### src/rtl/cam_req_ctrl.sv
// Round-robin front-end sequencer for a 32-entry CAM: arbitrates requesters, strobes the CAM once, returns a tagged response.
// Define CAM_REQ_CTRL_FIXED_PRIO_EN to replace round-robin with fixed priority (lowest requester index wins).
`timescale 1ns/1ps
module cam_req_ctrl #(
  parameter int DATA_WIDTH = 32,
  parameter int ADDR_WIDTH = 5,
  parameter int NUM_REQ    = 2,
  parameter int CAM_LAT    = 1,
  localparam int ID_W      = (NUM_REQ > 1) ? $clog2(NUM_REQ) : 1,
  localparam int CNT_W     = (CAM_LAT > 1) ? $clog2(CAM_LAT) : 1
) (
  input  logic                          clk_i,
  input  logic                          rst_i,
  input  logic [NUM_REQ-1:0]            req_valid_i,
  output logic [NUM_REQ-1:0]            req_ready_o,
  input  logic [2*NUM_REQ-1:0]          req_op_i,
  input  logic [ADDR_WIDTH*NUM_REQ-1:0] req_index_i,
  input  logic [DATA_WIDTH*NUM_REQ-1:0] req_data_i,
  output logic                          cam_read_enable_o,
  output logic                          cam_write_enable_o,
  output logic                          cam_search_enable_o,
  output logic [ADDR_WIDTH-1:0]         cam_read_index_o,
  output logic [ADDR_WIDTH-1:0]         cam_write_index_o,
  output logic [DATA_WIDTH-1:0]         cam_write_data_o,
  output logic [DATA_WIDTH-1:0]         cam_search_data_o,
  input  logic                          cam_read_valid_i,
  input  logic [DATA_WIDTH-1:0]         cam_read_value_i,
  input  logic                          cam_search_valid_i,
  input  logic [ADDR_WIDTH-1:0]         cam_search_index_i,
  output logic                          rsp_valid_o,
  input  logic                          rsp_ready_i,
  output logic [ID_W-1:0]               rsp_id_o,
  output logic                          rsp_hit_o,
  output logic                          rsp_err_o,
  output logic [DATA_WIDTH-1:0]         rsp_data_o
);

  typedef enum logic [1:0] {S_IDLE, S_ISSUE, S_WAIT, S_RESP} state_t;

  localparam logic [1:0] OP_READ   = 2'b00;
  localparam logic [1:0] OP_WRITE  = 2'b01;
  localparam logic [1:0] OP_SEARCH = 2'b10;
  localparam logic [1:0] OP_RSVD   = 2'b11;

  state_t                  r_state;
  state_t                  w_next;
  logic                    w_any;
  logic [ID_W-1:0]         w_grant;
  logic [NUM_REQ-1:0]      w_ready;
  logic [1:0]              w_op_arr   [NUM_REQ];
  logic [ADDR_WIDTH-1:0]   w_idx_arr  [NUM_REQ];
  logic [DATA_WIDTH-1:0]   w_data_arr [NUM_REQ];
  logic [1:0]              w_sel_op;

  logic [ID_W-1:0]         r_last_grant;
  logic [ID_W-1:0]         r_id;
  logic [1:0]              r_op;
  logic [ADDR_WIDTH-1:0]   r_idx;
  logic [DATA_WIDTH-1:0]   r_data;
  logic [CNT_W-1:0]        r_cnt;
  logic                    r_rd_en;
  logic                    r_wr_en;
  logic                    r_sr_en;
  logic                    r_rsp_valid;
  logic                    r_rsp_hit;
  logic                    r_rsp_err;
  logic [DATA_WIDTH-1:0]   r_rsp_data;

  for (genvar gi = 0; gi < NUM_REQ; gi++) begin : g_unpack
    assign w_op_arr[gi]   = req_op_i[2*gi +: 2];
    assign w_idx_arr[gi]  = req_index_i[ADDR_WIDTH*gi +: ADDR_WIDTH];
    assign w_data_arr[gi] = req_data_i[DATA_WIDTH*gi +: DATA_WIDTH];
  end

  function automatic logic [ID_W-1:0] rr_idx(input logic [ID_W-1:0] last, input int off);
    int s;
    s = (int'(last) + off) % NUM_REQ;
    return ID_W'(s);
  endfunction

  // Requester selection; scanning from the far end lets the nearest candidate overwrite.
  always_comb begin
    w_any   = 1'b0;
    w_grant = '0;
`ifdef CAM_REQ_CTRL_FIXED_PRIO_EN
    for (int i = NUM_REQ - 1; i >= 0; i--) begin
      if (req_valid_i[ID_W'(i)]) begin
        w_any   = 1'b1;
        w_grant = ID_W'(i);
      end else begin
        w_any   = w_any;
      end
    end
`else
    for (int i = NUM_REQ; i >= 1; i--) begin
      if (req_valid_i[rr_idx(r_last_grant, i)]) begin
        w_any   = 1'b1;
        w_grant = rr_idx(r_last_grant, i);
      end else begin
        w_any   = w_any;
      end
    end
`endif
  end

  assign w_sel_op = w_op_arr[w_grant];

  // Accept strobe is combinational in IDLE and forced low while reset is asserted.
  always_comb begin
    w_ready = '0;
    if (rst_i && (r_state == S_IDLE) && w_any) begin
      w_ready = NUM_REQ'(1) << w_grant;
    end else begin
      w_ready = '0;
    end
  end

  // Next-state logic.
  always_comb begin
    w_next = r_state;
    case (r_state)
      S_IDLE:  begin
        if (w_any) w_next = (w_sel_op == OP_RSVD) ? S_RESP : S_ISSUE;
        else       w_next = S_IDLE;
      end
      S_ISSUE: w_next = S_WAIT;
      S_WAIT:  begin
        if (r_cnt == CNT_W'(0)) w_next = S_RESP;
        else                    w_next = S_WAIT;
      end
      S_RESP:  begin
        if (rsp_ready_i) w_next = S_IDLE;
        else             w_next = S_RESP;
      end
      default: w_next = S_IDLE;
    endcase
  end

  // State register.
  always_ff @(posedge clk_i or negedge rst_i) begin
    if (!rst_i) r_state <= S_IDLE;
    else        r_state <= w_next;
  end

  // Request latch, CAM strobes, latency counter and response capture.
  always_ff @(posedge clk_i or negedge rst_i) begin
    if (!rst_i) begin
      r_last_grant <= ID_W'(NUM_REQ - 1);
      r_id         <= '0;
      r_op         <= 2'b00;
      r_idx        <= '0;
      r_data       <= '0;
      r_cnt        <= '0;
      r_rd_en      <= 1'b0;
      r_wr_en      <= 1'b0;
      r_sr_en      <= 1'b0;
      r_rsp_valid  <= 1'b0;
      r_rsp_hit    <= 1'b0;
      r_rsp_err    <= 1'b0;
      r_rsp_data   <= '0;
    end else begin
      case (r_state)
        S_IDLE: begin
          if (w_any) begin
            r_last_grant <= w_grant;
            r_id         <= w_grant;
            r_op         <= w_sel_op;
            r_idx        <= w_idx_arr[w_grant];
            r_data       <= w_data_arr[w_grant];
            case (w_sel_op)
              OP_READ:   r_rd_en <= 1'b1;
              OP_WRITE:  r_wr_en <= 1'b1;
              OP_SEARCH: r_sr_en <= 1'b1;
              default: begin
                r_rsp_valid <= 1'b1;
                r_rsp_err   <= 1'b1;
                r_rsp_hit   <= 1'b0;
                r_rsp_data  <= '0;
              end
            endcase
          end else begin
            r_rd_en <= 1'b0;
          end
        end
        S_ISSUE: begin
          r_rd_en <= 1'b0;
          r_wr_en <= 1'b0;
          r_sr_en <= 1'b0;
          r_cnt   <= CNT_W'(CAM_LAT - 1);
        end
        S_WAIT: begin
          if (r_cnt == CNT_W'(0)) begin
            r_rsp_valid <= 1'b1;
            r_rsp_err   <= 1'b0;
            case (r_op)
              OP_READ: begin
                r_rsp_hit  <= cam_read_valid_i;
                r_rsp_data <= cam_read_value_i;
              end
              OP_SEARCH: begin
                r_rsp_hit  <= cam_search_valid_i;
                r_rsp_data <= cam_search_valid_i ? DATA_WIDTH'(cam_search_index_i) : '0;
              end
              default: begin
                r_rsp_hit  <= 1'b1;
                r_rsp_data <= '0;
              end
            endcase
          end else begin
            r_cnt <= r_cnt - CNT_W'(1);
          end
        end
        S_RESP: begin
          if (rsp_ready_i) r_rsp_valid <= 1'b0;
          else             r_rsp_valid <= 1'b1;
        end
        default: r_rsp_valid <= 1'b0;
      endcase
    end
  end

  assign req_ready_o         = w_ready;
  assign cam_read_enable_o   = r_rd_en;
  assign cam_write_enable_o  = r_wr_en;
  assign cam_search_enable_o = r_sr_en;
  assign cam_read_index_o    = r_idx;
  assign cam_write_index_o   = r_idx;
  assign cam_write_data_o    = r_data;
  assign cam_search_data_o   = r_data;
  assign rsp_valid_o         = r_rsp_valid;
  assign rsp_id_o            = r_id;
  assign rsp_hit_o           = r_rsp_hit;
  assign rsp_err_o           = r_rsp_err;
  assign rsp_data_o          = r_rsp_data;

endmodule

### config.mk
export PLATFORM = sky130hd
export DESIGN_NAME = cam_req_ctrl
export DESIGN_NICKNAME = d
export VERILOG_FILES = /design/src/rtl/cam_req_ctrl.sv
export SDC_FILE = /design/constraint.sdc
export NUM_CORES = 1
export LEC_CHECK = 0
export BUFFER_PORTS_ARGS = -buffer_cell sky130_fd_sc_hd__clkbuf_2
export CAP_MARGIN = 5
export CORE_MARGIN = 1.5
export CORE_UTILIZATION = 46
export DETAILED_ROUTE_END_ITERATION = 12
export PLACE_DENSITY = 0.95
export SYNTH_ARGS = -nofsm -noshare
export SYNTH_HDL_FRONTEND = slang
export SYNTH_SLANG_ARGS = --single-unit
### constraint.sdc
create_clock -name clk_i -period 2.5 [get_ports clk_i]
set_clock_uncertainty 0.15 [all_clocks]
set_input_delay 0.125 -clock clk_i [delete_from_list [all_inputs] [get_ports clk_i]]
set_output_delay 0.125 -clock clk_i [all_outputs]
set_load 0.005 [all_outputs]
==> results of run 1 <==
flip-flops by register name (all words and copies together), names as in the netlist:
register and count:
cam_read_enable_o 1, cam_read_index_o 5, cam_search_data_o 32, cam_search_enable_o 1, cam_write_enable_o 1, r_last_grant 1, r_op 2, r_state 2
rsp_data_o 32, rsp_err_o 1, rsp_hit_o 1, rsp_id_o 1, rsp_valid_o 1
cells by family (layout without fill, tap and decap cells):
kind of cell	count (synthesis)	count (layout)	synth area share [%]
other	0	2	0
multiplexers	40	40	10.9
buffers and inverters	56	372	10.4
flip-flops	81	81	54.8
AO/OA/AOI/OAI	91	91	16.9
AND/OR/NAND/NOR	62	62	7.03
timing repair:
action / in CTS / in global routing
resized for setup: 0 / 3
setup buffers: 0 / 0
hold buffers: 116 / 0
endpoints found under the setup margin: 0 / 9
endpoints found under the hold margin: 107 / 0
placed cells by master (no fill, tap or decap), drive strengths merged, types with 2 or more instances in the layout:
master         n
a22o          34
diode          2
mux2i         40
bufinv         2
a21boi         2
nor2           6
buf            5
clkinv         2
a21oi          3
nand2b         2
and3           2
clkbuf       245
nand2         45
nor3           4
dlygate4sd3  116
o21ai         42
dfrtp         80
a21o           6
power groups by stage:
| stage | Sequential (mW) | Combinational (mW) | Clock, mW |
|---|---|---|---|
| after CTS | 2.35 | 2.33 | 1.06 |
| after floorplan | 2.33 | 1.37 | 0 |
| after global placement | 2.34 | 2.05 | 0 |
| after detailed placement | 2.36 | 2.15 | 0 |
| final | 2.39 | 2.41 | 1.05 |
| after global routing | 2.45 | 2.63 | 1.12 |
area by class of cell:
type | count | area [um^2]
antenna | 2 | 5.00
clock buffer | 10 | 128
clock inverter | 6 | 90.1
fill | 464 | 1690
multi-input combinational | 193 | 1320
sequential | 81 | 2030
tap | 102 | 128
timing repair buffer | 356 | 2380
metal layers:
metal | part of all wire (%) | vias to the layer above
met4 | 5.1 | 0
met2 | 54 | 213
met3 | 6.0 | 58
met5 | 0 | -
met1 | 35 | 1838
li1 | - | 1749
cells in the mapped netlist:
cell type	number	area, um^2
dfrtp_1	80	2000
nand2_1	45	169
o21ai_0	41	205
mux2i_1	39	390
buf_4	38	285
a22o_1	34	298
clkbuf_1	8	30.0
buf_2	7	35.0
a21o_1	6	45.0
nor2_1	6	22.5
a21oi_1	3	15.0
buf_6	3	33.8
nor3_1	3	15.0
and3_1	2	12.5
nand2b_1	2	12.5
a211oi_1	1	7.51
a21boi_1	1	7.51
a21boi_4	1	18.8
a31oi_1	1	6.26
dfstp_2	1	26.3
mux2i_2	1	13.8
nand3_1	1	5.00
nor2b_1	1	6.26
nor3_2	1	10.0
nor3b_1	1	7.51
o21a_1	1	7.51
o21ai_1	1	5.00
o2bb2ai_1	1	8.76
critical path, cell delays in order:
cell	delay, ns
dlygate4sd3_1	0.56
clkbuf_2	0.18
a21boi_4	0.25
buf_8	0.37
mux2i_1	0.26
dlygate4sd3_1	0.58
o21ai_0	0.07
worst paths after layout:
kind                                                endpoint  slack [ns]
max reg2reg                        rsp_data_o[4]$_DFFE_PN0P_        0.16
min                            cam_read_enable_o$_DFFE_PN0P_        0.08
max in group asynchronous    cam_read_index_o[4]$_DFFE_PN0P_        1.09
max                         cam_search_data_o[6]$_DFFE_PN0P_        0.13
min in group asynchronous  cam_search_data_o[10]$_DFFE_PN0P_        0.13
min reg2reg                        rsp_data_o[0]$_DFFE_PN0P_        0.34
==> flow_results.xml, run 1 <==
<?xml version="1.0" encoding="UTF-8"?>
<metrics>
  <group name="power_and_ir_drop">
    <metric name="relative_contribution_of_combinational_cells_to_total_power" unit="%">41.2</metric>
    <metric name="netSwitchingFraction" unit="%">37.0</metric>
    <metric name="intPower" unit="mW">3.68</metric>
    <metric name="worst_ir_drop_vdd" unit="uV">600</metric>
    <metric name="leakagePower" unit="nW">3.29</metric>
    <metric name="clock_power_share" unit="%">17.9</metric>
    <metric name="totalPowerFinal" unit="mW">5.84</metric>
    <metric name="p_sw" unit="mW">2.16</metric>
    <metric name="cellPowerDensity" unit="mW/mm^2">962</metric>
    <metric name="share_seq_of_total_power" unit="%">40.9</metric>
  </group>
  <group name="timing">
    <metric name="fin_setup_tns" unit="ns">0</metric>
    <metric name="number_of_failing_setup_endpoints_in_the_final_timing_report" unit="">0</metric>
    <metric name="max_freq" unit="MHz">421</metric>
    <metric name="post-route-min-period" unit="ns">2.37</metric>
    <metric name="fin_worst_hold_slack" unit="ns">0.0792</metric>
    <metric name="timing.final.max_slew_violations" unit="">0</metric>
    <metric name="tightest_slew" unit="ns">0.883</metric>
    <metric name="layout_setup_ws" unit="ns">0.127</metric>
    <metric name="layout_worst_path_cycle_share" unit="%">94.9</metric>
    <metric name="timing.slew.headroom" unit="%">41.0</metric>
    <metric name="grt_setup_unrepaired" unit="">no</metric>
    <metric name="timing_hold_violations_final" unit="">0</metric>
  </group>
  <group name="cts">
    <metric name="clock_sinks" unit="">81</metric>
    <metric name="tritoncts_clock_tree" unit="">built</metric>
    <metric name="cts_buffers" unit="">9</metric>
    <metric name="cts_root_buffer" unit="">clkbuf_8</metric>
    <metric name="clk_latency" unit="ns">0.34</metric>
    <metric name="cts-root-to-sink-buffers" unit="">2</metric>
    <metric name="h_tree_depth" unit="">3</metric>
    <metric name="cts.reportedPaths.clkPinSlew" unit="ns">0.09</metric>
  </group>
  <group name="setup_path">
    <metric name="reg2reg_from" unit="">r_state[0]$_DFF_PN0_</metric>
    <metric name="cp_max_fo" unit="">40</metric>
    <metric name="crit_path_capture_type" unit="">flop</metric>
    <metric name="arrival" unit="ns">2.43</metric>
    <metric name="critical_path_required" unit="ns">2.56</metric>
    <metric name="crit_type" unit="">primary input to flop</metric>
    <metric name="critical_path.startpoint_type" unit="">primary input</metric>
    <metric name="crit_start" unit="">req_valid_i[0]</metric>
    <metric name="r2r_cells" unit="">5</metric>
  </group>
  <group name="detailed_routing">
    <metric name="drt-wirelength-per-cell" unit="um">17.8</metric>
    <metric name="firstDrtPassIters" unit="">4</metric>
    <metric name="post-route-drc-count" unit="">0</metric>
    <metric name="vias" unit="">3858</metric>
    <metric name="drt-vias-per-instance" unit="">5.14</metric>
    <metric name="wirelength" unit="mm">13.3</metric>
    <metric name="ant_nets" unit="">0</metric>
    <metric name="drt_iter0_drc" unit="">88</metric>
  </group>
  <group name="floorplan">
    <metric name="pin_count" unit="">237</metric>
    <metric name="die_x" unit="um">92.7</metric>
    <metric name="initial_utilization" unit="%">47.6</metric>
    <metric name="row_count" unit="">32</metric>
    <metric name="fp.dieArea" unit="mm^2">0.00859</metric>
    <metric name="die_height" unit="um">92.7</metric>
    <metric name="design.core.area" unit="mm^2">0.00777</metric>
  </group>
  <group name="global_routing">
    <metric name="grt_pass1_vias" unit="">4075</metric>
    <metric name="grt.total_usage" unit="%">30.7</metric>
    <metric name="grt_pass1_wl" unit="mm">20.0</metric>
    <metric name="grt_start_max_net_pins" unit="">65</metric>
    <metric name="grt.met3_usage" unit="%">7.88</metric>
    <metric name="grt_use_met2" unit="%">56.7</metric>
    <metric name="global_route.peak_usage_layer" unit="">met2</metric>
    <metric name="grt_antenna_before_repair" unit="">2</metric>
    <metric name="grt_overflow" unit="">0</metric>
    <metric name="grt_use_met1" unit="%">30.8</metric>
  </group>
  <group name="layout">
    <metric name="final_design_area_no_fill" unit="mm^2">0.00608</metric>
    <metric name="count_of_non_filler_cells_in_the_finished_layout" unit="">750</metric>
    <metric name="synth_to_layout_area_growth" unit="%">64.2</metric>
    <metric name="drive_gt1_share" unit="%">40.4</metric>
    <metric name="finalCoreUtilization" unit="%">78.3</metric>
    <metric name="design.final.nets" unit="">763</metric>
  </group>
  <group name="outcome">
    <metric name="run_status" unit="">finished, final reports clean</metric>
  </group>
  <group name="logic_synthesis">
    <metric name="synth_area_per_inst" unit="um^2">11.2</metric>
    <metric name="synth_seq_area_share" unit="%">54.8</metric>
    <metric name="yosysWarningCount" unit="">0</metric>
    <metric name="postSynthRegisterBits" unit="">81</metric>
    <metric name="syn_area" unit="mm^2">0.00370</metric>
    <metric name="post_synth_net_total" unit="">452</metric>
    <metric name="post_synth_inst_count" unit="">330</metric>
    <metric name="synth_cell_type_count" unit="">28</metric>
  </group>
  <group name="placement">
    <metric name="place_area" unit="mm^2">0.00469</metric>
    <metric name="preCtsSetupSlack" unit="ns">0.481</metric>
    <metric name="gpl.final_weighted_congestion" unit="">0.878</metric>
    <metric name="dpl.cell_count" unit="">616</metric>
    <metric name="dp_hpwl" unit="mm">7.44</metric>
    <metric name="buffer_ports.inserted" unit="">236</metric>
  </group>
  <group name="hold_path">
    <metric name="hold-path-cell-count" unit="">4</metric>
    <metric name="worstHoldPathType" unit="">primary input to flop</metric>
    <metric name="holdCritStartpoint" unit="">req_op_i[2]</metric>
  </group>
  <group name="flow_run">
    <metric name="timing.max_cap.violations" unit="">0</metric>
  </group>
</metrics>
Note: power is estimated with default switching activity, not from simulation.
==> run 2: changes to the inputs <==
CORE_UTILIZATION = 40   (was 46)
PLACE_DENSITY = 0.88   (was 0.95)
==> run 2 against run 1 <==
Flip-flop and latch count unchanged. Sequential power about the same. Clock power down 12%. Register-to-register slack better by 0.08 ns. Fmax up 0.93%. Clock-buffer cell count up 1. First-iteration DRC count up 67%. Setup slack better by 0.022 ns. Worst hold slack worse by 0.035 ns. Global-route usage down 6.5 points. Largest cell class unchanged. Largest power group unchanged.
==> flow_results.xml, run 2 (synthesized netlist as in run 1, its figures left out) <==
<?xml version="1.0" encoding="UTF-8"?>
<metrics>
  <group name="setup_path">
    <metric name="cp_most_frequent_cell" unit="">dlygate4sd3_1</metric>
    <metric name="worstPathCellList" unit="">dlygate4sd3_1 &gt; clkbuf_2 &gt; a21boi_4 &gt; buf_6 &gt; mux2i_1 &gt; dlygate4sd3_1 &gt; o21ai_0</metric>
    <metric name="reg2reg_from" unit="">r_state[0]$_DFF_PN0_</metric>
    <metric name="critical_path_required" unit="ns">2.55</metric>
    <metric name="arrival" unit="ns">2.40</metric>
    <metric name="crit_path_capture_type" unit="">flop</metric>
    <metric name="cp_max_fo" unit="">26</metric>
    <metric name="critical_path.startpoint_type" unit="">primary input</metric>
    <metric name="r2r_cells" unit="">6</metric>
    <metric name="worst_r2r_endpoint" unit="">rsp_data_o[0]$_DFFE_PN0P_</metric>
    <metric name="crit_start" unit="">req_valid_i[0]</metric>
    <metric name="number_of_buffers_and_inverters_on_the_critical_path" unit="">4</metric>
    <metric name="timing.critical_path.slowest_cell_delay" unit="ns">0.61</metric>
    <metric name="critical_path.top_delay_family" unit="">buffers and inverters</metric>
    <metric name="crit_slowest_cell" unit="">dlygate4sd3_1</metric>
    <metric name="crit_type" unit="">primary input to flop</metric>
    <metric name="ff2ff_setup_slack" unit="ns">0.24</metric>
  </group>
  <group name="detailed_routing">
    <metric name="post_route_met1_wirelength" unit="mm">4.40</metric>
    <metric name="drt-vias-per-instance" unit="">5.09</metric>
    <metric name="post-route-drc-count" unit="">0</metric>
    <metric name="wirelength" unit="mm">12.0</metric>
    <metric name="drt_iter0_drc" unit="">147</metric>
    <metric name="firstDrtPassIters" unit="">5</metric>
    <metric name="wl_met2" unit="mm">6.45</metric>
    <metric name="vias" unit="">3844</metric>
    <metric name="ant_nets" unit="">0</metric>
    <metric name="met3RoutedLength" unit="um">809</metric>
    <metric name="drt-wirelength-per-cell" unit="um">15.9</metric>
    <metric name="top_layer" unit="">met4</metric>
  </group>
  <group name="global_routing">
    <metric name="grt_start_max_net_pins" unit="">60</metric>
    <metric name="grt_overflow" unit="">0</metric>
    <metric name="grt.total_usage" unit="%">24.2</metric>
    <metric name="grt_pass1_wl" unit="mm">18.8</metric>
    <metric name="grt_antenna_before_repair" unit="">0</metric>
    <metric name="grt_pass1_vias" unit="">3958</metric>
  </group>
  <group name="cts">
    <metric name="clk_latency" unit="ns">0.34</metric>
    <metric name="clock_sinks" unit="">81</metric>
    <metric name="cts.reportedPaths.clkPinSlew" unit="ns">0.09</metric>
    <metric name="cts-root-to-sink-buffers" unit="">2</metric>
    <metric name="tritoncts_clock_tree" unit="">built</metric>
    <metric name="h_tree_depth" unit="">3</metric>
    <metric name="cts_root_buffer" unit="">clkbuf_8</metric>
    <metric name="cts_buffers" unit="">9</metric>
  </group>
  <group name="floorplan">
    <metric name="fp.dieArea" unit="mm^2">0.00984</metric>
    <metric name="pin_count" unit="">237</metric>
    <metric name="initial_utilization" unit="%">41.8</metric>
    <metric name="die_height" unit="um">99.2</metric>
    <metric name="die_x" unit="um">99.2</metric>
    <metric name="design.core.area" unit="mm^2">0.00885</metric>
    <metric name="row_count" unit="">34</metric>
  </group>
  <group name="layout">
    <metric name="final_design_area_no_fill" unit="mm^2">0.00606</metric>
    <metric name="layout.cells.most_common" unit="">clkbuf_2</metric>
    <metric name="design.final.nets" unit="">764</metric>
    <metric name="antennaDiodeCount" unit="">0</metric>
    <metric name="drive_gt1_share" unit="%">40.5</metric>
    <metric name="synth_to_layout_area_growth" unit="%">63.7</metric>
    <metric name="layout.filler_cells" unit="">610</metric>
    <metric name="count_of_non_filler_cells_in_the_finished_layout" unit="">755</metric>
    <metric name="layout.cells.most_common_list" unit="">clkbuf_2 (235), dlygate4sd3_1 (116), dfrtp_1 (80)</metric>
    <metric name="finalCoreUtilization" unit="%">68.5</metric>
  </group>
  <group name="power_and_ir_drop">
    <metric name="share_seq_of_total_power" unit="%">41.6</metric>
    <metric name="netSwitchingFraction" unit="%">36.7</metric>
    <metric name="intPower" unit="mW">3.63</metric>
    <metric name="p_sw" unit="mW">2.10</metric>
    <metric name="clock_power_share" unit="%">16.2</metric>
    <metric name="cellPowerDensity" unit="mW/mm^2">945</metric>
    <metric name="relative_contribution_of_combinational_cells_to_total_power" unit="%">42.2</metric>
    <metric name="totalPowerFinal" unit="mW">5.73</metric>
    <metric name="leakagePower" unit="nW">3.28</metric>
    <metric name="worst_ir_drop_vdd" unit="uV">509</metric>
  </group>
  <group name="timing">
    <metric name="timing_hold_violations_final" unit="">0</metric>
    <metric name="layout_worst_path_cycle_share" unit="%">94.0</metric>
    <metric name="timing.slew.headroom" unit="%">40.0</metric>
    <metric name="max_freq" unit="MHz">425</metric>
    <metric name="fin_worst_hold_slack" unit="ns">0.0445</metric>
    <metric name="timing.final.max_slew_violations" unit="">0</metric>
    <metric name="grt_setup_unrepaired" unit="">no</metric>
    <metric name="number_of_failing_setup_endpoints_in_the_final_timing_report" unit="">0</metric>
    <metric name="fin_setup_tns" unit="ns">0</metric>
    <metric name="post-route-min-period" unit="ns">2.35</metric>
    <metric name="layout_setup_ws" unit="ns">0.149</metric>
    <metric name="tightest_slew" unit="ns">0.898</metric>
  </group>
  <group name="placement">
    <metric name="place_area" unit="mm^2">0.00470</metric>
    <metric name="gpl.final_weighted_congestion" unit="">0.827</metric>
    <metric name="preCtsSetupSlack" unit="ns">0.440</metric>
    <metric name="dp_hpwl" unit="mm">7.21</metric>
    <metric name="buffer_ports.inserted" unit="">236</metric>
    <metric name="dpl.cell_count" unit="">623</metric>
  </group>
  <group name="hold_path">
    <metric name="hold-path-cell-count" unit="">4</metric>
    <metric name="worstHoldPathType" unit="">primary input to flop</metric>
    <metric name="holdCritStartpoint" unit="">req_op_i[0]</metric>
    <metric name="timing.hold.worst_endpoint" unit="">cam_read_enable_o$_DFFE_PN0P_</metric>
  </group>
  <group name="flow_run">
    <metric name="timing.max_cap.violations" unit="">0</metric>
  </group>
  <group name="outcome">
    <metric name="run_status" unit="">finished, final reports clean</metric>
  </group>
</metrics>
## run 2: cell type report
| class | count | area, um^2 | area share [%] |
|---|---|---|---|
| Clock buffer | 11 | 131 | 2.17 |
| Clock inverter | 5 | 56.3 | 0.929 |
| Multi-Input combinational cell | 193 | 1320 | 21.8 |
| Sequential cell | 81 | 2030 | 33.5 |
| Tap cell | 108 | 135 | 2.23 |
| Timing Repair Buffer | 357 | 2390 | 39.4 |
## run 2: routing by layer
| metal | vias to the layer above | GRT usage, % |
|---|---|---|
| met3 | 36 | 4.85 |
| met5 | - | 0 |
| met4 | 0 | 11.5 |
| li1 | 1755 | - |
| met2 | 206 | 45.0 |
| met1 | 1847 | 26.4 |
## run 2: how the worst max path moves through the flow
stage                                              to  slack [ns]  depth (start not counted)
CTS                 cam_search_data_o[11]$_DFFE_PN0P_        0.18                          7
finish              cam_search_data_o[11]$_DFFE_PN0P_        0.15                          7
floorplan                  rsp_data_o[29]$_DFFE_PN0P_        0.78                          6
global placement           rsp_data_o[12]$_DFFE_PN0P_        0.56                          4
detailed placement   cam_search_data_o[8]$_DFFE_PN0P_        0.44                          5
global route        cam_search_data_o[11]$_DFFE_PN0P_        0.06                          7
## run 2: worst reg2reg max path, stage by stage, from the launching register on
cell           delay, ns
dfrtp_1             0.45
nand2b_1            0.28
nor3_4              0.05
buf_4               0.23
a22o_1              0.27
dlygate4sd3_1       0.55
a21o_1              0.16
## run 2: power by group through the flow
stage          combinational [mW]  sequential, mW  clock (mW)
6_report                     2.42            2.38       0.929
5_1_grt                      2.65            2.45        1.02
4_1_cts                      2.38            2.36       0.954
3_5_place_dp                 2.14            2.37           0
3_3_place_gp                 2.06            2.33           0
2_1_floorplan                1.37            2.33           0
## run 2: repair_timing
action / 4_1_cts / 5_1_grt
hold buffers: 116 / 0
endpoints found under the setup margin: 0 / 2
buffers inserted: 0 / 0
endpoints found under the hold margin: 95 / 0
gates resized for setup: 0 / 2
==> run 3: changes to the inputs <==
CTS_BUF_LIST = sky130_fd_sc_hd__clkbuf_4   (was unset)
==> run 3 against run 2 <==
Combinational power is essentially flat. Flip-flop and latch count is the same. Worst hold slack gained 0.076 ns. Global-route usage grew 0.71 points. Sequential power is essentially flat. Via count grew 0.68%. Clock power shrank 16%. Cell count grew 1.2%. Clock-buffer cell count is the same.
==> flow_results.xml, run 3 (synthesized netlist as in run 1, its figures left out) <==
<?xml version="1.0" encoding="UTF-8"?>
<metrics>
  <group name="placement">
    <metric name="dpl.cell_count" unit="">623</metric>
    <metric name="gpl.final_weighted_congestion" unit="">0.827</metric>
    <metric name="preCtsSetupSlack" unit="ns">0.440</metric>
    <metric name="dp_hpwl" unit="mm">7.21</metric>
    <metric name="buffer_ports.inserted" unit="">236</metric>
    <metric name="place_area" unit="mm^2">0.00470</metric>
  </group>
  <group name="layout">
    <metric name="register_area" unit="mm^2">0.00203</metric>
    <metric name="multi_input_area" unit="mm^2">0.00133</metric>
    <metric name="drive_gt1_share" unit="%">40.4</metric>
    <metric name="layout.cells.most_common_list" unit="">clkbuf_2 (235), dlygate4sd3_1 (125), dfrtp_1 (80)</metric>
    <metric name="layout.filler_cells" unit="">612</metric>
    <metric name="design.final.nets" unit="">773</metric>
    <metric name="layout.cells.most_common" unit="">clkbuf_2</metric>
    <metric name="antennaDiodeCount" unit="">0</metric>
    <metric name="final_design_area_no_fill" unit="mm^2">0.00610</metric>
    <metric name="synth_to_layout_area_growth" unit="%">64.9</metric>
    <metric name="finalCoreUtilization" unit="%">69.0</metric>
    <metric name="count_of_non_filler_cells_in_the_finished_layout" unit="">764</metric>
  </group>
  <group name="global_routing">
    <metric name="grt_antenna_before_repair" unit="">0</metric>
    <metric name="grt_pass1_wl" unit="mm">19.2</metric>
    <metric name="grt_overflow" unit="">0</metric>
    <metric name="grt.total_usage" unit="%">24.9</metric>
    <metric name="grt_pass1_vias" unit="">4019</metric>
    <metric name="grt_start_max_net_pins" unit="">60</metric>
  </group>
  <group name="floorplan">
    <metric name="design.core.area" unit="mm^2">0.00885</metric>
    <metric name="row_count" unit="">34</metric>
    <metric name="die_height" unit="um">99.2</metric>
    <metric name="fp.dieArea" unit="mm^2">0.00984</metric>
    <metric name="initial_utilization" unit="%">41.8</metric>
    <metric name="die_x" unit="um">99.2</metric>
    <metric name="pin_count" unit="">237</metric>
  </group>
  <group name="setup_path">
    <metric name="ff2ff_setup_slack" unit="ns">0.15</metric>
    <metric name="worst_r2r_endpoint" unit="">cam_read_enable_o$_DFFE_PN0P_</metric>
    <metric name="critical_path.startpoint_type" unit="">primary input</metric>
    <metric name="critical_path_required" unit="ns">2.71</metric>
    <metric name="crit_type" unit="">primary input to flop</metric>
    <metric name="reg2reg_from" unit="">r_last_grant$_DFFE_PN1P_</metric>
    <metric name="arrival" unit="ns">2.60</metric>
    <metric name="r2r_cells" unit="">6</metric>
    <metric name="cp_max_fo" unit="">34</metric>
    <metric name="crit_path_capture_type" unit="">flop</metric>
  </group>
  <group name="power_and_ir_drop">
    <metric name="cellPowerDensity" unit="mW/mm^2">920</metric>
    <metric name="share_seq_of_total_power" unit="%">42.4</metric>
    <metric name="leakagePower" unit="nW">3.30</metric>
    <metric name="relative_contribution_of_combinational_cells_to_total_power" unit="%">43.7</metric>
    <metric name="totalPowerFinal" unit="mW">5.61</metric>
    <metric name="intPower" unit="mW">3.51</metric>
    <metric name="p_sw" unit="mW">2.11</metric>
    <metric name="netSwitchingFraction" unit="%">37.5</metric>
    <metric name="worst_ir_drop_vdd" unit="uV">496</metric>
    <metric name="clock_power_share" unit="%">13.9</metric>
  </group>
  <group name="outcome">
    <metric name="run_status" unit="">finished, final reports clean</metric>
  </group>
  <group name="hold_path">
    <metric name="worstHoldPathType" unit="">primary input to flop</metric>
    <metric name="holdCritStartpoint" unit="">req_valid_i[1]</metric>
    <metric name="timing.hold.worst_endpoint" unit="">cam_read_index_o[4]$_DFFE_PN0P_</metric>
    <metric name="hold-path-cell-count" unit="">4</metric>
  </group>
  <group name="cts">
    <metric name="cts_buffers" unit="">9</metric>
    <metric name="cts_root_buffer" unit="">clkbuf_4</metric>
    <metric name="post-cts-setup-buffers" unit="">0</metric>
    <metric name="clock_sinks" unit="">81</metric>
    <metric name="cts-root-to-sink-buffers" unit="">2</metric>
    <metric name="tritoncts_clock_tree" unit="">built</metric>
    <metric name="cts.reportedPaths.clkPinSlew" unit="ns">0.14</metric>
    <metric name="h_tree_depth" unit="">3</metric>
    <metric name="clk_latency" unit="ns">0.43</metric>
  </group>
  <group name="detailed_routing">
    <metric name="post_route_met1_wirelength" unit="mm">4.59</metric>
    <metric name="drt-vias-per-instance" unit="">5.07</metric>
    <metric name="post-route-drc-count" unit="">0</metric>
    <metric name="wl_met2" unit="mm">6.53</metric>
    <metric name="top_layer" unit="">met4</metric>
    <metric name="wirelength" unit="mm">12.4</metric>
    <metric name="drt-wirelength-per-cell" unit="um">16.2</metric>
    <metric name="drt_iter0_drc" unit="">132</metric>
    <metric name="ant_nets" unit="">0</metric>
    <metric name="firstDrtPassIters" unit="">4</metric>
    <metric name="vias" unit="">3870</metric>
    <metric name="met3RoutedLength" unit="um">852</metric>
  </group>
  <group name="timing">
    <metric name="number_of_failing_setup_endpoints_in_the_final_timing_report" unit="">0</metric>
    <metric name="layout_setup_ws" unit="ns">0.105</metric>
    <metric name="tightest_slew" unit="ns">1.05</metric>
    <metric name="max_freq" unit="MHz">417</metric>
    <metric name="timing.final.max_slew_violations" unit="">0</metric>
    <metric name="grt_setup_unrepaired" unit="">no</metric>
    <metric name="post-route-min-period" unit="ns">2.40</metric>
    <metric name="fin_setup_tns" unit="ns">0</metric>
    <metric name="timing.slew.headroom" unit="%">30.0</metric>
    <metric name="fin_worst_hold_slack" unit="ns">0.120</metric>
    <metric name="layout_worst_path_cycle_share" unit="%">95.8</metric>
    <metric name="timing_hold_violations_final" unit="">0</metric>
  </group>
  <group name="flow_run">
    <metric name="timing.max_cap.violations" unit="">0</metric>
  </group>
</metrics>
==> run 3: repair_timing <==
item | 4_1_cts | 5_1_grt
resized for setup | 0 | 3
endpoints found under the hold margin | 109 | 0
endpoints found under the setup margin | 0 | 5
hold buffers | 125 | 0
==> run 3: area by class of cell <==
| type | count | share of cell area, % |
|---|---|---|
| clock buffers | 11 | 1.35 |
| clock inverters | 5 | 0.923 |
| multi-input cells | 193 | 21.7 |
| flip-flops and latches | 81 | 33.2 |
| well taps | 108 | 2.21 |
| repair buffers | 366 | 40.6 |
==> run 3: how the worst max path moves through the flow <==
stage                                   startpoint                          endpoint  cells past startpoint
after global placement    r_last_grant$_DFFE_PN1P_        rsp_data_o[12]$_DFFE_PN0P_                      4
after global routing          r_state[0]$_DFF_PN0_         rsp_data_o[0]$_DFFE_PN0P_                      6
after CTS                 r_last_grant$_DFFE_PN1P_     cam_read_enable_o$_DFFE_PN0P_                      6
after floorplan           r_last_grant$_DFFE_PN1P_        rsp_data_o[29]$_DFFE_PN0P_                      6
after detailed placement      r_state[1]$_DFF_PN0_  cam_search_data_o[8]$_DFFE_PN0P_                      5
final                                  req_op_i[2]        rsp_data_o[18]$_DFFE_PN0P_                      7
==> run 3: routing by layer <==
metal	GRT usage [%]	vias up
li1	-	1772
met1	27.2	1865
met2	45.6	200
met3	6.25	33
met4	11.3	0
met5	0	-
==> run 3: worst max-delay path: stages <==
cell	delay, ns
dlygate4sd3_1	0.55
clkbuf_2	0.12
nand2_1	0.06
dlygate4sd3_1	0.59
mux2i_2	0.12
a21boi_4	0.72
a22o_1	0.29
==> run 3: power by group through the flow <==
stage,Clock [mW],Sequential (mW),Combinational (mW)
2_1_floorplan,0,2.33,1.37
3_3_place_gp,0,2.33,2.06
3_5_place_dp,0,2.37,2.14
4_1_cts,0.806,2.35,2.40
5_1_grt,0.872,2.44,2.68
6_report,0.783,2.38,2.45
